$ cat src/rtl/reel_adc_sampler.sv
// Reel sensor front end: drives a 16-clock serial ADC frame, averages
// 2^AVG_LOG2 conversions and presents a held 9-bit magnitude and speed level.
module reel_adc_sampler #(
    parameter int unsigned CLK_DIV    = 4,
    parameter int unsigned SAMPLE_GAP = 16,
    parameter int unsigned AVG_LOG2   = 2
) (
    input  logic       clk_i,
    input  logic       rst_i,
    input  logic       miso_i,
    output logic       cs_n_o,
    output logic       sclk_o,
    output logic [8:0] reel_o,
    output logic [1:0] reel_level_o,
    output logic       reel_valid_o,
    output logic       busy_o
);

    localparam int unsigned AccW = 12 + AVG_LOG2;
    localparam int unsigned FrmW = (AVG_LOG2 > 0) ? AVG_LOG2 : 1;
    localparam int unsigned GapW = $clog2(SAMPLE_GAP + 1);
    localparam int unsigned DivW = $clog2(CLK_DIV + 1);

    localparam logic [GapW-1:0] GapLast = GapW'(SAMPLE_GAP - 1);
    localparam logic [DivW-1:0] DivLast = DivW'(CLK_DIV - 1);
    localparam logic [FrmW-1:0] FrmLast = FrmW'((1 << AVG_LOG2) - 1);

    typedef enum logic [1:0] {StGap, StStart, StShift, StDone} state_e;

    state_e            state_q;
    logic [GapW-1:0]   gap_cnt_q;
    logic [DivW-1:0]   div_cnt_q;
    logic [5:0]        half_cnt_q;
    logic [11:0]       shift_q;
    logic [AccW-1:0]   acc_q;
    logic [FrmW-1:0]   frame_cnt_q;
    logic              cs_n_q;
    logic              sclk_q;
    logic              busy_q;
    logic [8:0]        reel_q;
    logic [1:0]        reel_level_q;
    logic              reel_valid_q;

    logic [AccW-1:0]   acc_sum;
    logic [8:0]        reel_new;
    logic [1:0]        reel_level_d;
    logic              load;

    // Running sum including the frame just shifted in, and the level decode of its top bits.
    always_comb begin
        acc_sum      = acc_q + AccW'(shift_q);
        reel_new     = acc_sum[AccW-1 -: 9];
        load         = (AVG_LOG2 == 0) || (frame_cnt_q == FrmLast);
        reel_level_d = 2'd0;
        if (reel_new[8:5] >= 4'd10) begin
            reel_level_d = 2'd2;
        end else if (reel_new[8:5] == 4'd9) begin
            reel_level_d = 2'd1;
        end
    end

    // Frame sequencer with all outputs registered alongside the state.
    always_ff @(posedge clk_i) begin
        if (rst_i) begin
            state_q      <= StGap;
            gap_cnt_q    <= '0;
            div_cnt_q    <= '0;
            half_cnt_q   <= '0;
            shift_q      <= '0;
            acc_q        <= '0;
            frame_cnt_q  <= '0;
            cs_n_q       <= 1'b1;
            sclk_q       <= 1'b1;
            busy_q       <= 1'b0;
            reel_q       <= '0;
            reel_level_q <= '0;
            reel_valid_q <= 1'b0;
        end else begin
            reel_valid_q <= 1'b0;
            unique case (state_q)
                StGap: begin
                    if (gap_cnt_q == GapLast) begin
                        state_q    <= StStart;
                        gap_cnt_q  <= '0;
                        div_cnt_q  <= '0;
                        half_cnt_q <= '0;
                        shift_q    <= '0;
                        cs_n_q     <= 1'b0;
                        busy_q     <= 1'b1;
                    end else begin
                        gap_cnt_q <= gap_cnt_q + GapW'(1);
                    end
                end
                // START counts as the first cycle of the SCLK timebase so that
                // toggle n lands exactly n*CLK_DIV cycles after cs_n falls.
                StStart, StShift: begin
                    if (state_q == StShift && half_cnt_q == 6'd32) begin
                        state_q <= StDone;
                        cs_n_q  <= 1'b1;
                        busy_q  <= 1'b0;
                    end else begin
                        state_q <= StShift;
                        if (div_cnt_q == DivLast) begin
                            div_cnt_q  <= '0;
                            sclk_q     <= ~sclk_q;
                            half_cnt_q <= half_cnt_q + 6'd1;
                            // Low-to-high edge: only the last 12 bits survive the shift.
                            if (!sclk_q) begin
                                shift_q <= {shift_q[10:0], miso_i};
                            end
                        end else begin
                            div_cnt_q <= div_cnt_q + DivW'(1);
                        end
                    end
                end
                StDone: begin
                    state_q     <= StGap;
                    frame_cnt_q <= (AVG_LOG2 == 0) ? '0 : frame_cnt_q + FrmW'(1);
                    if (load) begin
                        acc_q        <= '0;
                        reel_q       <= reel_new;
                        reel_level_q <= reel_level_d;
                        reel_valid_q <= 1'b1;
                    end else begin
                        acc_q <= acc_sum;
                    end
                end
                default: state_q <= StGap;
            endcase
        end
    end

    assign cs_n_o       = cs_n_q;
    assign sclk_o       = sclk_q;
    assign busy_o       = busy_q;
    assign reel_o       = reel_q;
    assign reel_level_o = reel_level_q;
    assign reel_valid_o = reel_valid_q;

endmodule

$ cat config.mk
export PLATFORM = sky130hd
export DESIGN_NAME = reel_adc_sampler
export DESIGN_NICKNAME = d
export VERILOG_FILES = /design/src/rtl/reel_adc_sampler.sv
export SDC_FILE = /design/constraint.sdc
export NUM_CORES = 1
export LEC_CHECK = 0
export ABC_AREA = 1
export CORE_ASPECT_RATIO = 1.5
export CORE_MARGIN = 5
export CORE_UTILIZATION = 39
export CTS_BUF_LIST = sky130_fd_sc_hd__clkbuf_2
export DETAILED_ROUTE_END_ITERATION = 7
export PLACE_DENSITY_LB_ADDON = 0.08
export SYNTH_ARGS = -nofsm -noshare
export SYNTH_HDL_FRONTEND = slang
export SYNTH_SLANG_ARGS = --single-unit
$ cat constraint.sdc
create_clock -name clk_i -period 1.61 [get_ports clk_i]
set_input_delay 0.161 -clock clk_i [delete_from_list [all_inputs] [get_ports clk_i]]
set_output_delay 0.161 -clock clk_i [all_outputs]
set_load 0.02 [all_outputs]
### After elaboration in Yosys (flattened, before gate mapping)

Cells that the tools add are included.

| cells by class | value |
|---|---|
| add/subtract/negate cells | 5 |
| $lt $le $gt $ge | 1 |
| eq/ne operators | 13 |
| mux-type cells | 27 |
| bitwise gates (word level) | 3 |
| reduce and logical (&&, ||, !) cells | 11 |

Operators with widths:

| operator | number |
|---|---|
| 12-bit 2-to-1 mux | 4 |
| 12-bit case mux with 2 select lines | 1 |
| 6-bit 2-to-1 mux | 3 |
| 14-bit by 12-bit adder with 14-bit output | 1 |
| 14-bit 2-to-1 mux | 1 |
| 6-bit case mux with 2 select lines | 1 |
| 2-bit != test (second input constant) | 5 |
| 3-bit 2-to-1 mux | 3 |
| 3-bit AND reduction | 3 |
| 1-bit 2-to-1 mux | 7 |
| 6-bit by 1-bit adder with 6-bit output (second input constant) | 1 |
| 2-bit == test (second input constant) | 3 |
| 6-bit == test (second input constant) | 1 |
| 2-bit case mux with 3 select lines | 1 |
| 3-bit case mux with 2 select lines | 1 |
| 5-bit by 1-bit adder with 5-bit output (second input constant) | 1 |
| 5-bit by 4-bit == test with 1-bit output (second input constant) | 1 |
| 5-bit 2-to-1 mux | 1 |
| 5-bit AND reduction | 1 |
| 4-bit == test (second input constant) | 1 |
| 4-bit greater-or-equal comparator (second input constant) | 1 |
| 2-bit 2-to-1 mux | 2 |
| 1-bit case mux with 2 select lines | 2 |
| 4-bit AND reduction | 1 |
| other kinds (10) | 13 |

| storage, ports and cells | value |
|---|---|
| flip-flop bits (word level) | 59 |
| input port bits | 3 |
| output and inout port bits | 15 |
| logic and storage cells | 73 |

### Longest topological paths before layout

Gate-level depths: netlist of the first run.

| depth | value |
|---|---|
| depth after elaboration | 4 |
| mapped depth | 14 |

### Worst setup path after synthesis of the first run

Ideal clock, no wire load.

| path | value |
|---|---|
| path kind | register to register |
| start point | register state_q[1] |
| end point | register shift_q[4] |
| setup time | 70 ps |
| arrival | 1,698 ps |
| data required time | 1,540 ps |
| slack | -159 ps |
| cell stages (with the launch flop) | 10 |
| path buffers | 2 |
| clock period less this slack | 1,769 ps |
| path through | dfxtp_1 -> inv_1 -> ha_1 -> buf_6 -> inv_2 -> nor2_2 -> a21oi_2 -> buf_2 -> nand4_1 -> a21oi_2 |

| on the way | value |
|---|---|
| cells in the longest elaborated chain, start to end | 4 |

Ends and longest elaborated chain:

| item | RTL line | source |
|---|---|---|
| start: declaration | 30 | `state_e state_q;` |
| start signal: assignment | 65 | `state_q <= StGap;` |
| start signal: assignment | 83 | `state_q <= StStart;` |
| start signal: assignment | 98 | `state_q <= StDone;` |
| 2-bit == test or 2-bit by 1-bit == test with 1-bit output (tied branches) | 80, 97 |  |
| 2-bit OR reduction or 1-bit logical AND (tied branches) | 80, 97 |  |
| 2-bit != test (no line) or 2-bit nonzero test (tied branches) | - |  |
| 5-bit AND reduction (no line) | - |  |
| end signal: assignment | 109 | `shift_q <= {shift_q[10:0], miso_i};` |
| end: declaration | 34 | `logic [11:0] shift_q;` |

Several ways; a longest one is shown, not always the timed one.
A chain may end at the register's enable or synchronous reset.

### Final worst setup path of the first run

| path | value |
|---|---|
| start point | register acc_q[0] |
| end point | register reel_level_q[0] (netlist: reel_level_o[0]) |

| on the way | value |
|---|---|
| cells in the longest elaborated chain, start to end | 4 |

Ends and longest elaborated chain:

| item | RTL line | source |
|---|---|---|
| start: declaration | 35 | `logic [AccW-1:0] acc_q;` |
| start signal: assignment | 125 | `acc_q <= acc_sum;` |
| 14-bit by 12-bit adder with 14-bit output (*) | 51 | `acc_sum = acc_q + AccW'(shift_q);` |
| branches (longest 2 deep; another with 4-bit greater-or-equal comparator) | - |  |
| 2-bit 2-to-1 mux (*) | 55 | `if (reel_new[8:5] >= 4'd10) begin` |
| end signal: assignment | 122 | `reel_level_q <= reel_level_d;` |
| end: declaration | 41 | `logic [1:0] reel_level_q;` |

Every way passes the cells marked *.

==> run metrics, run 1 <==
CTS tree=built; Hold Path Class=primary input to register; HPWL after DPL=5910 µm; Seq. cell area=0.00122 mm²; Area contributors post-synth=dfxtp_1 (36%), nand2_1 (13%), ha_1 (7.7%); fin crit share=111%; ANT cells=0; DR iter-0 viols=72; Initial Util=40.2%; FF-to-FF setup slack=-170 ps; maxcap violations=0; CP endpoint kind=register; worst-path cell chain=ha_4 > inv_2 > fa_2 > inv_4 > nand3_4 > nand3_4 > nand2_4 > nand3_2 > nand2_2 > nand2_2 > nand3_2 > nor2_2 > nor2_1 > nor2_1; Worst-path clk slew=around 190 ps; crit path time final=1780 ps; area delta synth->final=48.9%; Synth cell types=40; P per Cell Area=roughly 900 mW/mm²; row cnt=40; CP bufs+invs=2; gr usage total=roughly 17%; failing checks=setup timing; CP max-delay cell=dfxtp_2; Post-synth ARST share=0%; total power=about 4.3 mW; Vias/cell=4.83; top cells by count, synth=nand2_1 (113), dfxtp_1 (59), inv_1 (57); Top FF cell, synth=dfxtp_1; Hold Crit Start=miso_i; synthesized area=~0.0032 mm²; PortBufs=17; Slew Limit Fails=0; fillers=approximately 750; total CTS buffers=9; initial antenna violation count=0; Yosys reg bits=59; R2R depth=14; die width=around 84 µm; CP max stage delay=390 ps; area share of the largest cell type after synthesis=roughly 36%; Ports=18; type of origin of the critical path=register; Peak VDD IR=0.622 mV; hold depth=3; Crit path max-delay family=simple AND/OR/NAND/NOR gates; final worst slack=-172 ps; post-route ant nets=0; Finished Cell Area=0.00482 mm²; most numerous cell in the Yosys netlist=nand2_1; WHS Endpoint=shift_q[0]; max_slew headroom=75.7%; pin slew with the least headroom to its limit=362 ps; DRC=0; gate count of the mapped netlist=448; CTS root buf=clkbuf_2; CP Depth=14; Final nets=562; fmax=0.561 GHz; status=finished, violations left; WS Path Type=register to register; die footprint=0.0103 mm²; Syn Nets=472; reg-to-reg endpoint=reel_level_o[0]; CTS H-tree lvls=3; layout cells sized above 1=42.4%; core area=0.00806 mm²; First-pass DRT Iterations=4; Routed WL=8540 µm; Leak=2.20 nW; Cell Area, Placed=0.00398 mm²; DR vias=3131; Multi-input gate area=0.00232 mm²; final setup fails=14; first-pass GRT wire length=13800 µm; Syn Area/Cell=about 7.2 µm²; Die Y=around 120 µm; CP Max Fanout=5; Setup Skew=26.8 ps; minimum hold slack=267 ps; worst skew pair latency=around 500 ps; unrepaired setup endpoints after global routing=yes; Sink Count=59; CP Data Arrival Time=between 2000 and 2500 ps; Syn. warnings=0; largest net degree at the start of global routing=29; Seq/Total Area, Yosys=a little over a third; Yosys top cell by area=dfxtp_1; grt ovf=0; Final Hold Viols=0; drt wl/cell=13.2 µm; Post-synth EDFFs=0; Setup TNS=-1130 ps; RePlAce Congestion=0.871; number of global-route vias before repair=2971; worst path required time=2060 ps; clock buffer depth=2; Worst R2R Start=acc_q[0]
-- per-stage QoR --
step | setup slack, ps | utilization [%] | std cells
after floorplan | -24.2 | - | 448
after global placement | -160 | 49.3 | 616
after detailed placement | -178 | 49.3 | 616
after CTS | -153 | 54.1 | 637
after global routing | -269 | 59.8 | 648
final | -172 | 59.8 | 648
-- per-layer routing --
layer | track usage [%] | routed length [µm] | vias up
met5 | 0 | 0 | -
met4 | 7.62 | 206 | 0
met3 | 3.04 | 164 | 17
met2 | 30.3 | 4680 | 36
met1 | 19.5 | 3490 | 1443
li1 | - | - | 1635
-- worst max path at each step --
stage,slack [ps],from,to
6_report,-170,acc_q[0],reel_level_o[0]
5_1_grt,-270,acc_q[0],reel_level_o[0]
4_1_cts,-150,acc_q[0],reel_level_o[0]
3_5_place_dp,-180,acc_q[0],reel_level_o[0]
3_3_place_gp,-160,acc_q[0],reel_level_o[0]
2_1_floorplan,-20,acc_q[0],reel_level_o[0]
-- power breakdown --
| part | total (mW) | switching (mW) | internal [mW] |
|---|---|---|---|
| Clock | 1.10 | 0.595 | 0.509 |
| Sequential | 1.63 | 0.0702 | 1.56 |
| Combinational | 1.56 | 0.867 | 0.692 |
| Total | 4.29 | 1.53 | 2.76 |
-- sequential cells by signal, summed over array words and instances, names as in the netlist --
name / count
state_q: 2
shift_q: 12
frame_cnt_q: 2
div_cnt_q: 3
gap_cnt_q: 5
sclk_o: 1
busy_o: 1
reel_o: 9
reel_level_o: 2
reel_valid_o: 1
cs_n_o: 1
acc_q: 14
half_cnt_q: 6
-- area by class of cell --
type / count / area share [%]
Sequential cell: 59 / 25.3
Multi-Input combinational cell: 314 / 48.1
Clock buffer: 9 / 0.935
Inverter: 63 / 5.32
Timing Repair inverter: 1 / 0.182
Clock inverter: 7 / 1.92
Timing Repair Buffer: 90 / 15.5
Tap cell: 105 / 2.73
-- cells in the final DEF, fill, tap and decap left out, drive strengths merged, types with 3 or more instances in the layout --
cell / count
buf: 73
nand3: 23
o211ai: 3
nor3: 6
inv: 61
o21ai: 12
nor2: 39
a21oi: 46
xnor2: 4
clkbuf: 9
nand4: 18
dfxtp: 59
ha: 20
dlygate4sd2: 15
clkinv: 7
nand2: 126
xor2: 6
-- logic make-up after synthesis --
kind of cell,share of synthesized area (%)
and+or+nand+nor,30.2
buffers and inverters,9.74
AOI/OAI and AO/OA,12.6
DFF,36.5
adders and majority gates,8.35
xor gates and xnor gates,2.71
-- worst min-delay path, cell delays in order --
cell and delay [ps]:
clkdlybuf4s50_1 420, nand4_1 130, a21oi_2 60
-- what timing repair did --
action	4_1_cts	5_1_grt
buffers inserted	3	10
gates cloned	1	1
pin swaps	14	37
gates resized for setup	63	96
endpoints found under the setup margin	54	44
hold buffers	1	0
endpoints found under the hold margin	3	0
No activity file was read; power rests on OpenSTA's default activity.
==> inputs of run 2 (changes only) <==
--- a/config.mk
+++ b/config.mk
@@ -6,6 +6,7 @@
 export NUM_CORES = 1
 export LEC_CHECK = 0
 export ABC_AREA = 1
+export ABC_CLOCK_PERIOD_IN_PS = 1610
 export CORE_ASPECT_RATIO = 1.5
 export CORE_MARGIN = 5
 export CORE_UTILIZATION = 39
==> results of run 2 <==
No change in the layout: final DEF, timing and power equal those of run 1.
